<file path="config.mk">
export PLATFORM = sky130hd
export DESIGN_NAME = tx_scramble_ctrl_flat
export DESIGN_NICKNAME = d
export VERILOG_FILES = /design/src/rtl/tx_scramble_ctrl_if.sv /design/src/rtl/tx_scramble_ctrl.sv /design/src/flat_wrapper.sv
export SDC_FILE = /design/constraint.sdc
export NUM_CORES = 1
export LEC_CHECK = 0
export ABC_AREA = 1
export CELL_PAD_IN_SITES_DETAIL_PLACEMENT = 1
export CELL_PAD_IN_SITES_GLOBAL_PLACEMENT = 1
export CORE_MARGIN = 5
export CORE_UTILIZATION = 36
export CTS_BUF_LIST = sky130_fd_sc_hd__clkbuf_16
export CTS_CLUSTER_DIAMETER = 60
export DETAILED_ROUTE_END_ITERATION = 16
export PLACE_DENSITY = 0.94
export SLEW_MARGIN = 15
export SYNTH_ARGS = -nofsm -noshare
export SYNTH_HDL_FRONTEND = slang
export SYNTH_SLANG_ARGS = --single-unit
</file>
<file path="constraint.sdc">
create_clock -name clk -period 4.8 [get_ports clk]
set_clock_uncertainty 0.1 [all_clocks]
set_input_delay 0.96 -clock clk [delete_from_list [all_inputs] [get_ports clk]]
set_output_delay 0.96 -clock clk [all_outputs]
set_load 0.01 [all_outputs]
</file>
<file path="src/rtl/tx_scramble_ctrl_if.sv">
// TX symbol bus between the PIPE data source and the scrambler controller.
// The blkAlignErr flag exists only when TX_SCR_BLKALIGN_CHK_EN is defined.
interface tx_scramble_ctrl_if #(parameter int DATA_BYTES = 4);
  logic                    dataValid;
  logic                    blockStart;
  logic [1:0]              syncHeader;
  logic [8*DATA_BYTES-1:0] masterData;
  logic                    patternReset;
  logic [1:0]              LFSRSel;
  logic [DATA_BYTES-1:0]   advance;
  logic [DATA_BYTES-1:0]   scramblingEnable;
  logic [8*DATA_BYTES-1:0] dataOut;
`ifdef TX_SCR_BLKALIGN_CHK_EN
  logic                    blkAlignErr;

  modport master (output dataValid, blockStart, syncHeader, masterData,
                  input  patternReset, LFSRSel, advance, scramblingEnable, dataOut, blkAlignErr);
  modport slave  (input  dataValid, blockStart, syncHeader, masterData,
                  output patternReset, LFSRSel, advance, scramblingEnable, dataOut, blkAlignErr);
`else
  modport master (output dataValid, blockStart, syncHeader, masterData,
                  input  patternReset, LFSRSel, advance, scramblingEnable, dataOut);
  modport slave  (input  dataValid, blockStart, syncHeader, masterData,
                  output patternReset, LFSRSel, advance, scramblingEnable, dataOut);
`endif
endinterface

</file>
<file path="src/rtl/tx_scramble_ctrl.sv">
// TX scrambler control: per-byte LFSR advance/scramble qualifiers for 8b/10b and 128b/130b.
// Define TX_SCR_BLKALIGN_CHK_EN to add the sticky blkAlignErr block-alignment flag.
//   state | meaning
//   IDLE  | no block decoded; nothing advanced or scrambled
//   DATA  | data block; advance and scramble all active bytes
//   TS    | training set; advance all, scramble all but symbol 0
//   SKP   | skip ordered set; frozen LFSR, unscrambled
//   EIEOS | electrical idle exit; advance, unscrambled, reseed after symbol 15
//   OS    | other ordered set; frozen LFSR, unscrambled
module tx_scramble_ctrl #(
  parameter int DATA_BYTES = 4
) (
  input  logic                  clk,
  input  logic                  reset,
  input  logic                  turnOff,
  input  logic [2:0]            GEN,
  input  logic [5:0]            PIPEWIDTH,
  tx_scramble_ctrl_if.slave     bus
);

  localparam logic [7:0] COM     = 8'hBC;
  localparam logic [7:0] SKP_SYM = 8'h1C;

  typedef enum logic [2:0] {IDLE, DATA, TS, SKP, EIEOS, OS} state_t;

  state_t                  state_q, state_nx, eff_state;
  logic [3:0]              sym_q, sym_nx, base, width_bytes, n_act;
  logic [4:0]              sym_sum;
  logic [1:0]              width_sel, lfsr_sel_q;
  logic [2:0]              gen_q;
  logic                    gen_seen_q, gen_chg, gen3;
  logic                    pend_q, pend_nx, pr_q, pr_nx;
  logic [DATA_BYTES-1:0]   act_mask, adv_q, adv_nx, scr_q, scr_nx;
  logic [8*DATA_BYTES-1:0] dout_q, dout_nx;
`ifdef TX_SCR_BLKALIGN_CHK_EN
  logic                    err_q, err_nx;
`endif

  function automatic state_t decode_block(input logic [1:0] sh, input logic [7:0] b0);
    state_t s;
    s = IDLE;
    if (sh == 2'b01) begin
      s = DATA;
    end else if (sh == 2'b10) begin
      case (b0)
        8'h00:        s = EIEOS;
        8'hAA:        s = SKP;
        8'h1E, 8'h2D: s = TS;
        default:      s = OS;
      endcase
    end
    return s;
  endfunction

  // PIPEWIDTH of 64 does not fit 6 bits; any unlisted code is treated as the 64-bit width.
  always_comb begin
    case (PIPEWIDTH)
      6'd8:    begin width_bytes = 4'd1; width_sel = 2'd0; end
      6'd16:   begin width_bytes = 4'd2; width_sel = 2'd1; end
      6'd32:   begin width_bytes = 4'd4; width_sel = 2'd2; end
      default: begin width_bytes = 4'd8; width_sel = 2'd3; end
    endcase
    n_act = (width_bytes < 4'(DATA_BYTES)) ? width_bytes : 4'(DATA_BYTES);
    for (int i = 0; i < DATA_BYTES; i++) act_mask[i] = (4'(i) < n_act);
  end

  assign gen3    = (GEN >= 3'd3);
  assign gen_chg = gen_seen_q && (GEN != gen_q);

  always_comb begin
    state_nx  = state_q;
    sym_nx    = sym_q;
    pend_nx   = 1'b0;
    pr_nx     = pend_q;
    adv_nx    = '0;
    scr_nx    = scr_q;
    dout_nx   = dout_q;
    eff_state = (gen3 && bus.blockStart) ? decode_block(bus.syncHeader, bus.masterData[7:0]) : state_q;
    base      = bus.blockStart ? 4'd0 : sym_q;
    sym_sum   = {1'b0, base} + {1'b0, n_act};
`ifdef TX_SCR_BLKALIGN_CHK_EN
    err_nx    = err_q;
`endif
    if (bus.dataValid) begin
      dout_nx = bus.masterData;
      scr_nx  = '0;
      if (!gen3) begin
        for (int i = 0; i < DATA_BYTES; i++) begin
          if (act_mask[i]) begin
            if (bus.masterData[8*i +: 8] == COM) pr_nx = 1'b1;
            adv_nx[i] = (bus.masterData[8*i +: 8] != SKP_SYM);
            scr_nx[i] = (bus.masterData[8*i +: 8] != COM) && (bus.masterData[8*i +: 8] != SKP_SYM);
          end
        end
      end else begin
        state_nx = eff_state;
        sym_nx   = sym_sum[3:0];
`ifdef TX_SCR_BLKALIGN_CHK_EN
        if (bus.blockStart && (sym_q != 4'd0)) err_nx = 1'b1;
`endif
        for (int i = 0; i < DATA_BYTES; i++) begin
          case (eff_state)
            DATA:    begin adv_nx[i] = act_mask[i]; scr_nx[i] = act_mask[i]; end
            TS:      begin
                       adv_nx[i] = act_mask[i];
                       scr_nx[i] = act_mask[i] && ((base + 4'(i)) != 4'd0);
                     end
            EIEOS:   adv_nx[i] = act_mask[i];
            default: ;
          endcase
        end
        // Symbol 15 rides on this beat when the running count crosses 16.
        pend_nx = (eff_state == EIEOS) && sym_sum[4];
      end
    end
    if (turnOff) begin
      pr_nx    = 1'b1;
      adv_nx   = act_mask;
      scr_nx   = '0;
      state_nx = IDLE;
      pend_nx  = 1'b0;
    end
    if (gen_chg) begin
      state_nx = IDLE;
      sym_nx   = 4'd0;
    end
  end

  always_ff @(posedge clk or posedge reset) begin
    if (reset) begin
      state_q    <= IDLE;
      sym_q      <= 4'd0;
      gen_q      <= 3'd0;
      gen_seen_q <= 1'b0;
      pend_q     <= 1'b0;
      pr_q       <= 1'b1;
      adv_q      <= '0;
      scr_q      <= '0;
      dout_q     <= '0;
      lfsr_sel_q <= 2'd0;
`ifdef TX_SCR_BLKALIGN_CHK_EN
      err_q      <= 1'b0;
`endif
    end else begin
      state_q    <= state_nx;
      sym_q      <= sym_nx;
      gen_q      <= GEN;
      gen_seen_q <= 1'b1;
      pend_q     <= pend_nx;
      pr_q       <= pr_nx;
      adv_q      <= adv_nx;
      scr_q      <= scr_nx;
      dout_q     <= dout_nx;
      lfsr_sel_q <= width_sel;
`ifdef TX_SCR_BLKALIGN_CHK_EN
      err_q      <= err_nx;
`endif
    end
  end

  // While in reset the width select tracks PIPEWIDTH directly so the LFSR is sized before release.
  assign bus.LFSRSel          = reset ? width_sel : lfsr_sel_q;
  assign bus.patternReset     = pr_q;
  assign bus.advance          = adv_q;
  assign bus.scramblingEnable = scr_q;
  assign bus.dataOut          = dout_q;
`ifdef TX_SCR_BLKALIGN_CHK_EN
  assign bus.blkAlignErr      = err_q;
`endif

endmodule
</file>
<file path="src/flat_wrapper.sv">
// flat-port wrapper written by rule: the top's interface ports become plain ports
module tx_scramble_ctrl_flat 
#(
  parameter int DATA_BYTES = 4
)
  (clk, reset, turnOff, GEN, PIPEWIDTH, bus_dataValid, bus_blockStart, bus_syncHeader, bus_masterData, bus_patternReset, bus_LFSRSel, bus_advance, bus_scramblingEnable, bus_dataOut);
  tx_scramble_ctrl_if #(.DATA_BYTES(DATA_BYTES)) bus_i ();
  input  logic clk;
  input  logic reset;
  input  logic turnOff;
  input  logic [2:0] GEN;
  input  logic [5:0] PIPEWIDTH;
  input wire logic [$bits(bus_i.dataValid)-1:0] bus_dataValid;
  input wire logic [$bits(bus_i.blockStart)-1:0] bus_blockStart;
  input wire logic [$bits(bus_i.syncHeader)-1:0] bus_syncHeader;
  input wire logic [$bits(bus_i.masterData)-1:0] bus_masterData;
  output wire logic [$bits(bus_i.patternReset)-1:0] bus_patternReset;
  output wire logic [$bits(bus_i.LFSRSel)-1:0] bus_LFSRSel;
  output wire logic [$bits(bus_i.advance)-1:0] bus_advance;
  output wire logic [$bits(bus_i.scramblingEnable)-1:0] bus_scramblingEnable;
  output wire logic [$bits(bus_i.dataOut)-1:0] bus_dataOut;
  assign bus_i.dataValid = bus_dataValid;
  assign bus_i.blockStart = bus_blockStart;
  assign bus_i.syncHeader = bus_syncHeader;
  assign bus_i.masterData = bus_masterData;
  assign bus_patternReset = bus_i.patternReset;
  assign bus_LFSRSel = bus_i.LFSRSel;
  assign bus_advance = bus_i.advance;
  assign bus_scramblingEnable = bus_i.scramblingEnable;
  assign bus_dataOut = bus_i.dataOut;
  tx_scramble_ctrl #(.DATA_BYTES(DATA_BYTES)) u_core (.clk(clk), .reset(reset), .turnOff(turnOff), .GEN(GEN), .PIPEWIDTH(PIPEWIDTH), .bus(bus_i));
endmodule
</file>
# Word level (Yosys, flattened, before mapping)
# Cells that the tools add are included.
word_totals:
  register_bits: 55
  inputBits: 48
  out_inout_bits: 43
  elab_cells: 121
classes:
  add_sub_neg: 4
  magnitude_cmp: 6
  eq_ne: 24
  n_mux: 52
  n_reduce_logical: 25
ops:
  columns: ["operator", "count"]
  rows:
  - ["$mux W4", 11]
  - ["$eq A8 B8 Y1 const B", 5]
  - ["$ne A8 B5 Y1 const B", 4]
  - ["$ne A8 B8 Y1 const B", 4]
  - ["$mux W1", 26]
  - ["$mux W3", 7]
  - ["$reduce_bool A4 Y1", 4]
  - ["$pmux W4 S3", 1]
  - ["$logic_and A1 B1 Y1", 11]
  - ["$pmux W3 S3", 1]
  - ["$add A4 B2 Y4 const B", 2]
  - ["$eq A8 B5 Y1 const B", 1]
  - ["$eq A8 B6 Y1 const B", 1]
  - ["$logic_not A8 Y1", 1]
  - ["$lt A1 B4 Y1 const A", 2]
  - ["$lt A2 B4 Y1 const A", 2]
  - ["$pmux W1 S2", 4]
  - ["$eq A6 B4 Y1 const B", 1]
  - ["$eq A6 B5 Y1 const B", 1]
  - ["$eq A6 B6 Y1 const B", 1]
  - ["$pmux W2 S3", 1]
  - ["$reduce_bool A2 Y1", 3]
  - ["$reduce_bool A3 Y1", 2]
  - ["$add A4 B4 Y5", 1]
  - ["other kinds (13)", 14]

# Logic depth before layout (Yosys ltp)
# Gate-level depths: netlist of the first run.
logic_depth:
  ltp_word: 15
  mapped_depth: 15
  mapped_depth_nobuf: 15

# Worst setup path after synthesis of the first run
# No wires, ideal clock.
synth_path:
  kind: "input-to-output"
  startpoint: "input port reset"
  endpoint: "output port bus_LFSRSel[0]"
  arrival_time_ps: 2584
  t_required_ps: 3740
  slack_ps: 1156
  stages: 2
  path_buffers: 0
  cell_sequence: "inv_1 -> o21ai_0"
synth_via:
  elab_chain_cells: 1
synth_lines:
  columns: ["item", "line", "source"]
  rows:
  - ["start, declared", "flat_wrapper.sv:9", "input logic reset;"]
  - ["$mux W2", "tx_scramble_ctrl.sv:162", "assign bus.LFSRSel = reset ? width_sel : lfsr_sel_q;"]
  - ["end, declared", "flat_wrapper.sv:18", "output wire logic [$bits(bus_i.LFSRSel)-1:0] bus_LFSRSel;"]
# Every way passes these cells.

# Final worst setup path of the first run
layout_path:
  startpoint: "input port PIPEWIDTH[1]"
  endpoint: "output port bus_LFSRSel[1]"
layout_via:
  elab_chain_cells: 3
  word_cells_on_any_way: 5
  classes_between: "eq/ne: 3; mux: 2"
layout_lines:
  columns: ["item", "line", "source"]
  rows:
  - ["start, declared", "flat_wrapper.sv:12", "input logic [5:0] PIPEWIDTH;"]
  - ["$eq A6 B6 Y1 (tied with other cells)", "tx_scramble_ctrl.sv:57", "case (PIPEWIDTH)"]
  - ["$pmux W2 S3 *", "tx_scramble_ctrl.sv:57", null]
  - ["$mux W2 *", "tx_scramble_ctrl.sv:162", null]
# Mark *: on every way between the ends. The rest lies on a longest branch, timed or not.

==> impl_results.md, run 1 <==
- Max Cap Violations: 0
- GP Congestion: between 0.8 and 0.9
- Initial Utilization: 0.375
- WP data required: 3.74 ns
- WL/cell: between 15 and 20 microns
- Final instance area: 0.00411 sq mm
- Clock Sinks: 55
- Worst-Margin Slew: about 0.6 ns
- Clock latency on the worst-skew pair: 0.29 ns
- Setup violators final: 0
- Count leader, synth: nand2_1
- Syn Area/Cell: 7.83 sq um
- Gate power share: 0.212
- First-pass GRT wire length: 15.4 mm
- Synthesis-to-finish area growth: 40.5%
- Switching power: approximately 300 uW
- Minimum clock period after layout: between 3 and 4 ns
- Worst-path fanout max: 7
- Post-CTS Hold Buffers: 0
- Final Max Tran Viols: 0
- Yosys top cell area share: 0.462
- Max frequency: between 0.2 and 0.3 GHz
- Ranking of synthesized cells by area: dfrtp_1, nand2_1, inv_1, o21ai_0, nand3_1
- First-pass DRT Iterations: 4
- Commonest cells post-synth: nand2_1, dfrtp_1, inv_1
- Post-Synthesis Cells: 374
- Type of element capturing the critical path: output port
- Vias in the first global route: about 3200
- Die Width: 100 microns
- Static Leak: 1.93 nW
- Crit path kind: in2out
- RSZ-0062 raised after global routing: false
- Pint: 861 uW
- Mapped Nets: around 430
- Asr flop ratio synth: 1.00
- Post-CTS resize count: 0
- Vias after detailed routing: between 2000 and 3000
- Core Box Area: a little under 0.008 sq mm
- Clk root buf: clkbuf_16
- Maximum vdd drop: 0.128 mV
- Critical path's slowest cell: clkdlybuf4s50_1
- CP peak stage delay: roughly 0.54 ns
- Predominant post-synthesis flop cell: dfrtp_1
- Die area: 0.0100 sq mm
- Global Route Usage Sum: 0.191
- Post-DP HPWL: 7.32 mm
- Final hold violation count: 0
- Clock transition at path regs: 0.07 ns
- Net Sw Frac: 0.260
- Hold Path Class: reg2reg
- Ys Warns: 0
- Fillers: approximately 950
- Sequential element share of the synthesized area: 0.471
- CTS tree: yes
- ANT nets after route: 0
- Area leader, netlist: dfrtp_1
- Longest Clk Path Bufs: 2
- Post-DP Area: 0.00395 sq mm
- # H-tree levels: 2
- Most used cell, CP: clkdlybuf4s50_1
- Drt drc: 0
- Hold Slack: 0.344 ns
- Sum Neg Setup Slack: 0 ns
- Total Nets Final: 521
- Synth cell types: 33
- Post-CTS setup buffers: 0
- Routed vias/inst: 5.05
- Initial antenna violation count: 0
- Post-synth EDFFs: 0
- Number of synthesized register bits: 55
- Arrival time at the worst endpoint: 2.77 ns
- N_diodes: 0
- Die height: 100 microns
- Sequential Power Share: 0.443
- Clk pwr share: 0.345
- Final WL: between 9 and 10 mm
- Outcome: completed
- PwrDens: between 200 and 300 mW/mm^2
- Iteration-0 DRC Markers: 107
- Setup crit start kind: primary input
- Rows: 32
- Slew headroom: 0.596
- Mapped cell area: 0.00293 sq mm
- Worst path cell trace: clkdlybuf4s50_1, nor3_1, nand4_1, nand2_2, o21ai_0, clkdlybuf4s50_1
- IO Pins: 91
- Fin crit share: 0.797
- I/O Buffers: 90
- Num CTS Buffers: 5
- Layout cell share with drive strength beyond 1: 0.0876
- Largest net degree at the start of global routing: 48
- Total congestion overflow: 0
## final timing paths
| path | start | to | slack (ns) | depth (start not counted) |
|---|---|---|---|---|
| max | PIPEWIDTH[1] | bus_LFSRSel[1] | 0.97 | 6 |
| min | u_core.pend_q | u_core.bus.patternReset | 0.34 | 2 |
| max reg2reg | u_core.sym_q[1] | u_core.pend_q | 2.67 | 7 |
| min reg2reg | u_core.pend_q | u_core.bus.patternReset | 0.34 | 2 |
| max in group asynchronous | reset | u_core.state_q[1] | 2.79 | 3 |
| min in group asynchronous | reset | u_core.bus.dataOut[17] | 0.98 | 2 |
## stage by stage
step	std cells	util	worst slack (ns)	total power, mW
floorplan	374	-	1.16	0.627
global placement	562	0.506	1.05	0.760
detailed placement	562	0.506	0.991	0.771
CTS	570	0.527	0.983	1.18
global route	570	0.527	0.823	1.22
finish	570	0.527	0.973	1.16
## sequential cells by signal, summed over array words and instances (netlist names)
name                         count
u_core.bus.dataOut              32
u_core.bus.advance               4
u_core.bus.scramblingEnable      4
u_core.sym_q                     4
u_core.gen_q                     3
u_core.state_q                   3
u_core.lfsr_sel_q                2
u_core.bus.patternReset          1
u_core.gen_seen_q                1
u_core.pend_q                    1
## critical path: cells and delay by family
kind                   cells  cell delay [ns]
AOI/OAI and AO/OA          1             0.10
and+or+nand+nor            3             0.72
buffers and inverters      2             0.99
## area by class of cell
type,count,area (sq um),area share
timing repair buffer,93,923,0.225
multi-input combinational,261,1330,0.323
clock inverter,3,38.8,0.00943
sequential,55,1380,0.335
inverter,51,191,0.0465
tap,102,128,0.0310
clock buffer,5,125,0.0304
## layout by cell type (no fill, tap or decap)
cell	n
nand2_1	120
clkdlybuf4s50_1	90
dfrtp_1	54
inv_1	45
nor2_1	26
o21ai_0	23
nand3_1	20
nand4_1	8
inv_2	6
nand2_2	6
a21oi_1	6
nor3_1	6
nor4_1	6
ha_1	5
clkbuf_16	5
nand2_4	4
nand3_2	4
xnor2_1	3
nor2_2	3
o22ai_1	3
o21ai_1	3
buf_4	3
nor3_2	2
a21oi_4	2
xor2_1	2
o21a_1	2
nor2_4	1
a221oi_1	1
a21boi_2	1
or2_2	1
a211oi_1	1
fa_1	1
bufinv_16	1
clkinv_2	1
clkinv_1	1
dfstp_2	1
conb_1	1
## cells by family (layout without fill, tap and decap cells)
kind of cell	Yosys count	in the layout	share of synthesized area
and+or+nand+nor	207	207	0.323
buffers and inverters	58	152	0.0756
DFF	55	55	0.471
AOI/OAI and AO/OA	42	42	0.0868
adders and majority gates	6	6	0.0282
xor gates and xnor gates	5	5	0.0150
other	1	1	0.00128
## power groups by stage
stage,clock [mW],combinational [mW],sequential [mW]
final,0.402,0.246,0.516
after global routing,0.433,0.269,0.520
after CTS,0.411,0.250,0.516
after detailed placement,0,0.247,0.525
after global placement,0,0.237,0.522
after floorplan,0,0.0902,0.537
## layer usage
| metal | up-vias | share of wire | global-route usage |
|---|---|---|---|
| met3 | 12 | 0.062 | 0.0347 |
| met4 | 0 | 0.014 | 0.0425 |
| met2 | 87 | 0.52 | 0.360 |
| met5 | - | 0 | 0 |
| met1 | 1400 | 0.41 | 0.223 |
| li1 | 1377 | - | - |
Note: power is estimated with default switching activity, not from simulation.
==> run 2: changes to the inputs <==
- CORE_UTILIZATION: 36 -> 30
- PLACE_DENSITY: 0.94 -> 0.85
- clock period: 4.8 -> 3.1 ns (I/O delays scaled with it)
==> run 2 against run 1 <==
Net effect:
- clock power rose by 63%
- critical path depth did not move
- total power rose by 58%
- global-route usage fell by 2.6 points
- final area rose by 2.1%
- via count fell by 0.45%
- critical path type unchanged
==> impl_results.md, run 2 (synthesis gave the netlist of run 1 again) <==
- Outcome: completed
- Maximum vdd drop: 0.224 mV
- Net Sw Frac: 0.268
- Layout cell share with drive strength beyond 1: 0.0994
- Hold Path Class: reg2reg
- GP Congestion: 0.849
- Worst-Margin Slew: about 0.56 ns
- PwrDens: ~440 mW/mm^2
- Sequential Power Share: 0.435
- Num CTS Buffers: 5
- RSZ-0062 raised after global routing: false
- Hold Slack: 0.367 ns
- Iteration-0 DRC Markers: 141
- Switching power: 491 uW
- Pint: ~1.3 mW
- # H-tree levels: 2
- Clk root buf: clkbuf_16
- Initial antenna violation count: 0
- CTS tree: yes
- Global Route Usage Sum: 0.165
- Largest net degree at the start of global routing: 48
- WP data required: 2.38 ns
- Clk pwr share: 0.357
- I/O Buffers: 90
- Vias after detailed routing: 2863
- Type of element capturing the critical path: output port
- Clock transition at path regs: roughly 0.070 ns
- Commonest non-fill, non-tap cells in the layout: nand2_1, clkdlybuf4s50_1, dfrtp_1, inv_1, nor2_1
- Final Max Tran Viols: 0
- Core Box Area: 0.00964 sq mm
- IO Pins: 91
- Setup violators final: 0
- First-pass DRT Iterations: 4
- Setup crit start kind: primary input
- Gate power share: 0.208
- Largest register FFs: 32
- Inst Count DP: 598
- Crit path kind: in2out
- Die Width: 109 microns
- WL/cell: 15.7 microns
- Clock latency on the worst-skew pair: about 0.30 ns
- Total power: roughly 1.8 mW
- Fin crit share: 0.939
- Max frequency: 0.343 GHz
- Post-CTS setup buffers: 0
- Final hold violation count: 0
- Total congestion overflow: 0
- Longest Clk Path Bufs: 2
- FF-to-FF path depth: 11
- Clock Sinks: 55
- Post-CTS Hold Buffers: 0
- Initial Utilization: 0.304
- Slew headroom: 0.622
- Die height: about 110 microns
- Post-DP HPWL: between 7 and 8 mm
- First-pass GRT wire length: 15.4 mm
- Hold Crit Depth: 1
- Final std cells w/o fill: ~600
- Static Leak: 1.95 nW
- Die area: 0.0118 sq mm
- Drt drc: 0
- Worst-path fanout max: 3
- Arrival time at the worst endpoint: between 2 and 2.5 ns
- Synthesis-to-finish area growth: 43.4%
- Final WL: 9.52 mm
- ANT nets after route: 0
- Sum Neg Setup Slack: 0 ns
- Total Nets Final: 526
- Rows: 36
- Max Cap Violations: 0
- Vias in the first global route: 3180
- N_diodes: 0
- Minimum clock period after layout: 2.91 ns
- Commonest non-fill, non-tap cell in the layout: nand2_1
- Routed vias/inst: 4.72
## run 2: cell types whose count changed in the layout (fill, tap and decap cells not counted)
cell             before  now
buf_4                 3    8
clkdlybuf4s50_1      90   89
dlymetal6s2s_1        0    1
inv_6                 0    1
clkinv_2              1    0
clkinv_1              1    0
clkinvlp_4            0    1
## run 2: area by class of cell
cell class | count | area, sq um
sequential | 55 | 1380
clock inverter | 3 | 46.3
inverter | 51 | 191
fill | 1208 | 5440
tap | 133 | 166
timing repair buffer | 98 | 963
multi-input combinational | 261 | 1330
clock buffer | 5 | 125
## run 2: power by group through the flow
stage                     logic, mW  clock network (mW)  registers [mW]
after floorplan               0.140                   0           0.831
after global placement        0.373                   0           0.810
after detailed placement      0.387                   0           0.813
after CTS                     0.389               0.670           0.799
after global routing          0.420               0.693           0.805
final                         0.382               0.654           0.798
## run 2: routing by layer
layer / GRT usage / up-vias / share of wire
li1: - / 1384 / -
met1: 0.188 / 1380 / 0.41
met2: 0.317 / 87 / 0.51
met3: 0.0326 / 12 / 0.064
met4: 0.0343 / 0 / 0.0086
met5: 0 / - / 0
## run 2: metrics by stage
step                cell area [sq um]   util  setup WS, ns
floorplan                        2930      -         0.136
detailed placement               4030  0.418        0.0150
finish                           4200  0.436         0.188
CTS                              4200  0.435        0.0809
global placement                 4030  0.418         0.162
global route                     4200  0.436        0.0663
## run 2: worst paths after layout
kind,start,endpoint,slack [ns]
worst max register to register,u_core.sym_q[1],u_core.bus.scramblingEnable[2],1.11
max in group asynchronous,reset,u_core.bus.dataOut[7],1.74
worst min-delay path,u_core.gen_seen_q,u_core.sym_q[2],0.37
min in group asynchronous,reset,u_core.bus.advance[2],0.70
worst min register to register,u_core.gen_seen_q,u_core.sym_q[2],0.37
worst max-delay path,PIPEWIDTH[4],bus_LFSRSel[0],0.19
## run 2: timing repair
item,CTS,global route
resized for setup,0,1
endpoints found under the setup margin,0,1
endpoints found under the hold margin,0,0
## run 2: worst max-delay path, cell delays in order
cell	delay (ns)
clkdlybuf4s50_1	0.49
inv_1	0.07
nand4_1	0.16
nand2_1	0.10
o21ai_0	0.18
clkdlybuf4s50_1	0.57
